File: src/rtl/mix_state_folder_if.sv
// Snapshot-in / digest-out handshake bundle for mix_state_folder.
// The master side is the upstream producer and downstream consumer together.
interface mix_state_folder_if #(
    parameter int N_WORDS = 8
);
    logic                    in_valid;
    logic                    in_ready;
    logic [32*N_WORDS-1:0]   in_data;
    logic                    out_valid;
    logic                    out_ready;
    logic [31:0]             out_data;

    modport master (
        output in_valid, in_data, out_ready,
        input  in_ready, out_valid, out_data
    );

    modport slave (
        input  in_valid, in_data, out_ready,
        output in_ready, out_valid, out_data
    );
endinterface

File: src/rtl/mix_state_folder.sv
// Snapshots N_WORDS mixing-state words, folds them one per clock with
// rotate-and-xor into a 32-bit digest, and hands the digest out.
module mix_state_folder #(
    parameter int          N_WORDS = 8,
    parameter int          ROT     = 3,
    parameter logic [31:0] SEED    = 32'h0000_0000
) (
    input  logic                 clk,
    input  logic                 rst,
    mix_state_folder_if.slave    bus,
    output logic                 busy,
    output logic [15:0]          digest_count
);
    localparam int IDX_W = (N_WORDS > 1) ? $clog2(N_WORDS) : 1;

    typedef enum logic [1:0] {IDLE, FOLD, DONE} state_t;

    state_t                   state, state_d;
    logic [N_WORDS-1:0][31:0] snap;
    logic [IDX_W-1:0]         idx;
    logic [31:0]              acc;
    logic [15:0]              count;
    logic                     accept, deliver, last;

    function automatic logic [31:0] rotl(input logic [31:0] v);
        logic [63:0] t;
        t = {v, v} << ROT;
        return t[63:32];
    endfunction

    always_comb begin
        state_d       = state;
        bus.in_ready  = 1'b0;
        bus.out_valid = 1'b0;
        busy          = 1'b0;
        accept        = 1'b0;
        deliver       = 1'b0;
        last          = (idx == IDX_W'(N_WORDS - 1));
        case (state)
            IDLE: begin
                bus.in_ready = 1'b1;
                accept       = bus.in_valid;
                if (accept) state_d = FOLD;
            end
            FOLD: begin
                busy = 1'b1;
                if (last) state_d = DONE;
            end
            DONE: begin
                bus.out_valid = 1'b1;
                deliver       = bus.out_ready;
                if (deliver) state_d = IDLE;
            end
            default: state_d = IDLE;
        endcase
    end

    always_ff @(posedge clk or posedge rst) begin
        if (rst) state <= IDLE;
        else     state <= state_d;
    end

    // in_data is only sampled on the accept edge so an idle bus never leaks in
    always_ff @(posedge clk or posedge rst) begin
        if (rst) begin
            snap  <= '0;
            idx   <= '0;
            acc   <= '0;
            count <= '0;
        end else begin
            if (accept) begin
                snap <= bus.in_data;
                acc  <= SEED;
                idx  <= '0;
            end
            if (state == FOLD) begin
                acc <= rotl(acc) ^ snap[idx];
                idx <= idx + IDX_W'(1);
            end
            if (deliver) count <= count + 16'd1;
        end
    end

    assign bus.out_data = acc;
    assign digest_count = count;
endmodule

File: src/flat_wrapper.sv
// flat-port wrapper written by rule: the top's interface ports become plain ports
module mix_state_folder_flat 
#(
    parameter int          N_WORDS = 8,
    parameter int          ROT     = 3,
    parameter logic [31:0] SEED    = 32'h0000_0000
)
  (clk, rst, busy, digest_count, bus_in_valid, bus_in_data, bus_out_ready, bus_in_ready, bus_out_valid, bus_out_data);
  mix_state_folder_if #(.N_WORDS(N_WORDS)) bus_i ();
  input  logic clk;
  input  logic rst;
  output logic busy;
  output logic [15:0] digest_count;
  input wire logic [$bits(bus_i.in_valid)-1:0] bus_in_valid;
  input wire logic [$bits(bus_i.in_data)-1:0] bus_in_data;
  input wire logic [$bits(bus_i.out_ready)-1:0] bus_out_ready;
  output wire logic [$bits(bus_i.in_ready)-1:0] bus_in_ready;
  output wire logic [$bits(bus_i.out_valid)-1:0] bus_out_valid;
  output wire logic [$bits(bus_i.out_data)-1:0] bus_out_data;
  assign bus_i.in_valid = bus_in_valid;
  assign bus_i.in_data = bus_in_data;
  assign bus_i.out_ready = bus_out_ready;
  assign bus_in_ready = bus_i.in_ready;
  assign bus_out_valid = bus_i.out_valid;
  assign bus_out_data = bus_i.out_data;
  mix_state_folder #(.N_WORDS(N_WORDS), .ROT(ROT), .SEED(SEED)) u_core (.clk(clk), .rst(rst), .bus(bus_i), .busy(busy), .digest_count(digest_count));
endmodule
File: config.mk
export PLATFORM = sky130hd
export DESIGN_NAME = mix_state_folder_flat
export DESIGN_NICKNAME = d
export VERILOG_FILES = /design/src/rtl/mix_state_folder_if.sv /design/src/rtl/mix_state_folder.sv /design/src/flat_wrapper.sv
export SDC_FILE = /design/constraint.sdc
export NUM_CORES = 1
export LEC_CHECK = 0
export BUFFER_PORTS_ARGS = -buffer_cell sky130_fd_sc_hd__buf_2
export CELL_PAD_IN_SITES_DETAIL_PLACEMENT = 1
export CELL_PAD_IN_SITES_GLOBAL_PLACEMENT = 1
export CORE_ASPECT_RATIO = 0.6
export CORE_MARGIN = 2
export CORE_UTILIZATION = 37
export CTS_CLUSTER_SIZE = 10
export DETAILED_ROUTE_END_ITERATION = 7
export HOLD_SLACK_MARGIN = 0.06
export PLACE_DENSITY = 0.84
export REMOVE_ABC_BUFFERS = 1
export SLEW_MARGIN = 0
export SYNTH_ARGS = -nofsm -noshare
export SYNTH_HDL_FRONTEND = slang
export SYNTH_SLANG_ARGS = --single-unit
File: constraint.sdc
create_clock -name clk -period 9.65 [get_ports clk]
set_input_delay 0.4825 -clock clk [delete_from_list [all_inputs] [get_ports clk]]
set_output_delay 0.4825 -clock clk [all_outputs]
set_load 0.01 [all_outputs]
* Word-level counts from Yosys, hierarchy flattened
Cells that the tools add are included.
Storage, ports and cells: register bits after elaboration 309, output and inout port bits 51, input port bits 260, logic and storage cells 40
Cells by class: reduce and logical (&&, ||, !) cells 3, add/sub/neg operators 2, equal/unequal tests 6, muxes and demuxes 15, bitwise logic cells 1, magnitude comparators 1
Operators by type and width (number):
- binary-select mux 32 bit (select 3 bit) | 1
- 2-to-1 mux 32 bit | 3
- XOR 32 bit | 1
- adder 16 x 1 -> 16 bit, second input constant | 1
- 2-to-1 mux 2 bit | 3
- 2-to-1 mux 3 bit | 2
- one-hot mux 2 bit (3 select lines) | 1
- 2-to-1 mux 1 bit | 5
- less-than comparator 3 x 4 -> 1 bit, second input constant | 1
- inequality test 2 bit, second input constant | 2
- adder 3 x 1 -> 3 bit, second input constant | 1
- == test 3 bit, second input constant | 1
- AND reduction 3 bit | 1
- == test 2 x 1 -> 1 bit, second input constant | 1
- == test 2 bit, second input constant | 1
- zero test 2 bit | 1
- inequality test 2 x 1 -> 1 bit, second input constant | 1
- nonzero test 2 bit | 1

* Longest topological paths before layout
depth after elaboration 4, depth in mapped cells 7, mapped depth without buffers 5

* Least setup slack after synthesis
No wires, ideal clock.
path kind reg-to-reg, from register u_core.idx[0], to register u_core.acc[10], in the netlist u_core.bus.out_data[10], cell stages (with the launch flop) 7, data arrival time 1.589 ns, setup time 0.132 ns, data required time 9.518 ns, setup slack 7.929 ns, buffers on the path 2, period minus slack after synthesis 1.721 ns, path through dfrtp_1 buf_6 buf_6 mux4_2 mux2i_1 xor2_1 o21ai_1
On the way: longest elaborated chain between the ends 4
RTL lines:
- start: declaration | line mix_state_folder.sv:20 | logic [IDX_W-1:0] idx;
- start signal: assignment | line mix_state_folder.sv:78 | idx <= idx + IDX_W'(1);
- binary-select mux 32 bit (select 3 bit) | line mix_state_folder.sv:77 | acc <= rotl(acc) ^ snap[idx];
- 2-to-1 mux 32 bit (implied by the code) | line mix_state_folder.sv:77
- XOR 32 bit | line mix_state_folder.sv:77
- 2-to-1 mux 32 bit | line mix_state_folder.sv:76 | if (state == FOLD) begin
- end signal: assignment | line mix_state_folder.sv:77
- end: declaration | line mix_state_folder.sv:21 | logic [31:0] acc;
No other way between the ends. The select of a mux whose other input is x is not followed. A chain may end at the register's enable or synchronous reset.

* Worst setup path in the final report
from register u_core.state[0], to register u_core.snap[209] in the netlist's numbering
On the way: longest elaborated chain between the ends 2
RTL lines:
- start: declaration | line mix_state_folder.sv:18 | state_t state, state_d;
- start signal: assignment | line mix_state_folder.sv:60 | else state <= state_d;
- zero test 2 bit | line mix_state_folder.sv:39 | case (state)
- 2-to-1 mux 1 bit | line mix_state_folder.sv:39
- end signal: assignment | line mix_state_folder.sv:72 | snap <= bus.in_data;
- end: declaration | line mix_state_folder.sv:19 | logic [N_WORDS-1:0][31:0] snap;
No other way between the ends.

==> summary.txt <==
Outcome: finished, final reports clean
Pwr/cell area: 338 mW/mm2
Cell taking the most area after synthesis: dfrtp_1
Count leader, synth: nand2_1
Synth cell count leaders: nand2_1, dfrtp_1, mux4_2
Setup_tns: 0 ns
Register area share after synthesis: 56.0%
Final hold slack: 0.124 ns
Avg Inst Size Synth: 9.71 um2
Number of different library cells in the post-synthesis netlist: 27
Mapped Cells: 1421
Final Skew: 0.0267 ns
Number of synthesized flops with an enable pin: 0
Cell Rows: 54
Synth Register Bits: 309
Total wire length: 41.5 mm
Critical path type: flop to flop
Slew headroom: 26.6%
Antenna Nets Post-Route: 0
Die area: 0.0389 mm2
CTS Buf Count: 37
Vias in the first global route: 12200
Starting density of the core: 37.7%
Initial antenna violation count: 13
Register area: 0.00774 mm2
DRT iter0 DRCs: 581
Largest fanout on the critical path: 93
Max cap viols: 0
Placed Cells: 2157
Critical Path Start Type: flop
Worst skew pair latency: 0.52 ns
CTS Root Cell: clkbuf_16
TritonCTS clock tree: built
FFs w/ async S/R, synth: 100%
RSZ-0062 raised after global routing: no
Global-route wire length before repair: 66.4 mm
Worst EP arrival: 3.34 ns
Synth Cell Area: 0.0138 mm2
Tmin final: 2.91 ns
DRC viols: 0
Nets: 1955
Synth Flop Type: dfrtp_1
Worst Max-Slew Pin Slew: 1.10 ns
Hold WC Path Type: input pin to asynchronous set/reset pin
WL/cell: 18.7 um
Via count: 10900
Critical Path RT: 10.08 ns
Pleak: 0.00876 uW
Fin cells: 2215
Post-CTS resize count: 0
Core area: 0.0366 mm2
Die width: 253 um
CP endpoint kind: flop
GRT Total Usage: 21.7%
I/O Pins: 311
Final setup fails: 0
Detail Placement HPWL: 28.1 mm
FF-to-FF path depth: 5
Clk sinks: 309
Setup bufs post-CTS: 0
Vias/cell: 4.92
Largest net degree at the start of global routing: 110
Synth warn: 0
First-pass DRT Iterations: 4
GP Congestion: 0.807
FMAX: 343 MHz
Fill cells: 4222
Grt ovf: 0
Share of post-route cells with drive strength above 1: 25.6%
H-tree levels: 2
Final period util: 30.2%
PortBufs: 310
Multi-input logic area: 0.00565 mm2
Peak supply drop: 0.124 mV
Final hold vios: 0
Hold bufs inserted after CTS: 0
Top-area cell type share of the netlist area: 56.0%
Area grow syn2layout: 20.9%
Maximum clock path buffer count: 3
Die H: 154 um
Largest cells by area after synthesis: dfrtp_1, nand2_1, mux4_2
Final Slew Violations: 0
Clk pin slew, worst setup/hold paths: 0.05 ns
-- through the flow --
stage / total power (uW) / setup slack [ns] / area (um2) / util (%)
global route: 6080 / 6.49 / 16700 / 45.6
floorplan: 3860 / 0.623 / 13400 / -
global placement: 4280 / 6.76 / 15700 / 42.9
detailed placement: 4450 / 6.66 / 15700 / 42.9
finish: 5640 / 6.74 / 16700 / 45.6
CTS: 5720 / 6.66 / 16700 / 45.6
-- worst paths after layout --
path                             startpoint                      end  slack [ns]
max                         u_core.state[0]         u_core.snap[209]        6.74
max in group asynchronous               rst         u_core.snap[255]        7.33
min in group clk           bus_in_data[195]         u_core.snap[195]        0.15
min reg2reg                 u_core.snap[63]          u_core.snap[63]        0.47
max reg2reg                 u_core.state[0]         u_core.snap[209]        6.74
min                                     rst  u_core.bus.out_data[30]        0.12
-- per-layer routing --
metal	wire [um]	GRT usage [%]
met1	18200	28.8
met2	20400	35.9
met3	2030	4.22
met4	849	7.13
met5	8	0
-- cells in the final DEF, fill, tap and decap left out, drive strengths merged, types with 12 or more instances in the layout --
master  Yosys  layout
nand2     782     782
clkbuf     44      43
xnor2      12      12
nand3      37      37
dfrtp     309     309
mux4       64      64
mux2i      32      32
buf        43     319
o21ai      37      37
xor2       35      35
-- state kept, by name, indices dropped and copies added (netlist names) --
register and count:
u_core.snap 256, u_core.bus.out_data 32, u_core.idx 3, u_core.digest_count 16, u_core.state 2
-- critical path: stages (launching register included) --
cell	delay, ns
dfrtp_1	0.42
nor2_1	0.27
and2_4	0.75
buf_4	0.82
nand2_1	0.24
nand2_1	0.16
-- cell families (layout without fill, tap and decap cells) --
family | after synthesis | in the layout | share of synthesized area, %
simple gates | 836 | 836 | 23.4
flops | 309 | 309 | 56.0
mux | 97 | 97 | 12.8
buf+inv | 92 | 371 | 3.15
xor+xnor | 47 | 47 | 2.98
compound gates | 37 | 37 | 1.34
fa+ha+maj | 3 | 3 | 0.272
other cells | 0 | 11 | 0
-- layout make-up --
cell class	count	share of cell area (%)
flip-flops and latches	309	46.4
inverters	5	0.158
repair buffers	319	9.71
clock buffers	43	5.75
diodes	11	0.165
multi-input cells	1020	33.9
clock inverters	4	0.165
well taps	504	3.78
-- power by group --
group / switching, uW / total (uW) / internal [uW]
clock: 521 / 1220 / 695
combinational: 1090 / 2030 / 942
sequential: 495 / 2390 / 1900
total: 2110 / 5640 / 3540
Note: power is estimated with default switching activity, not from simulation.
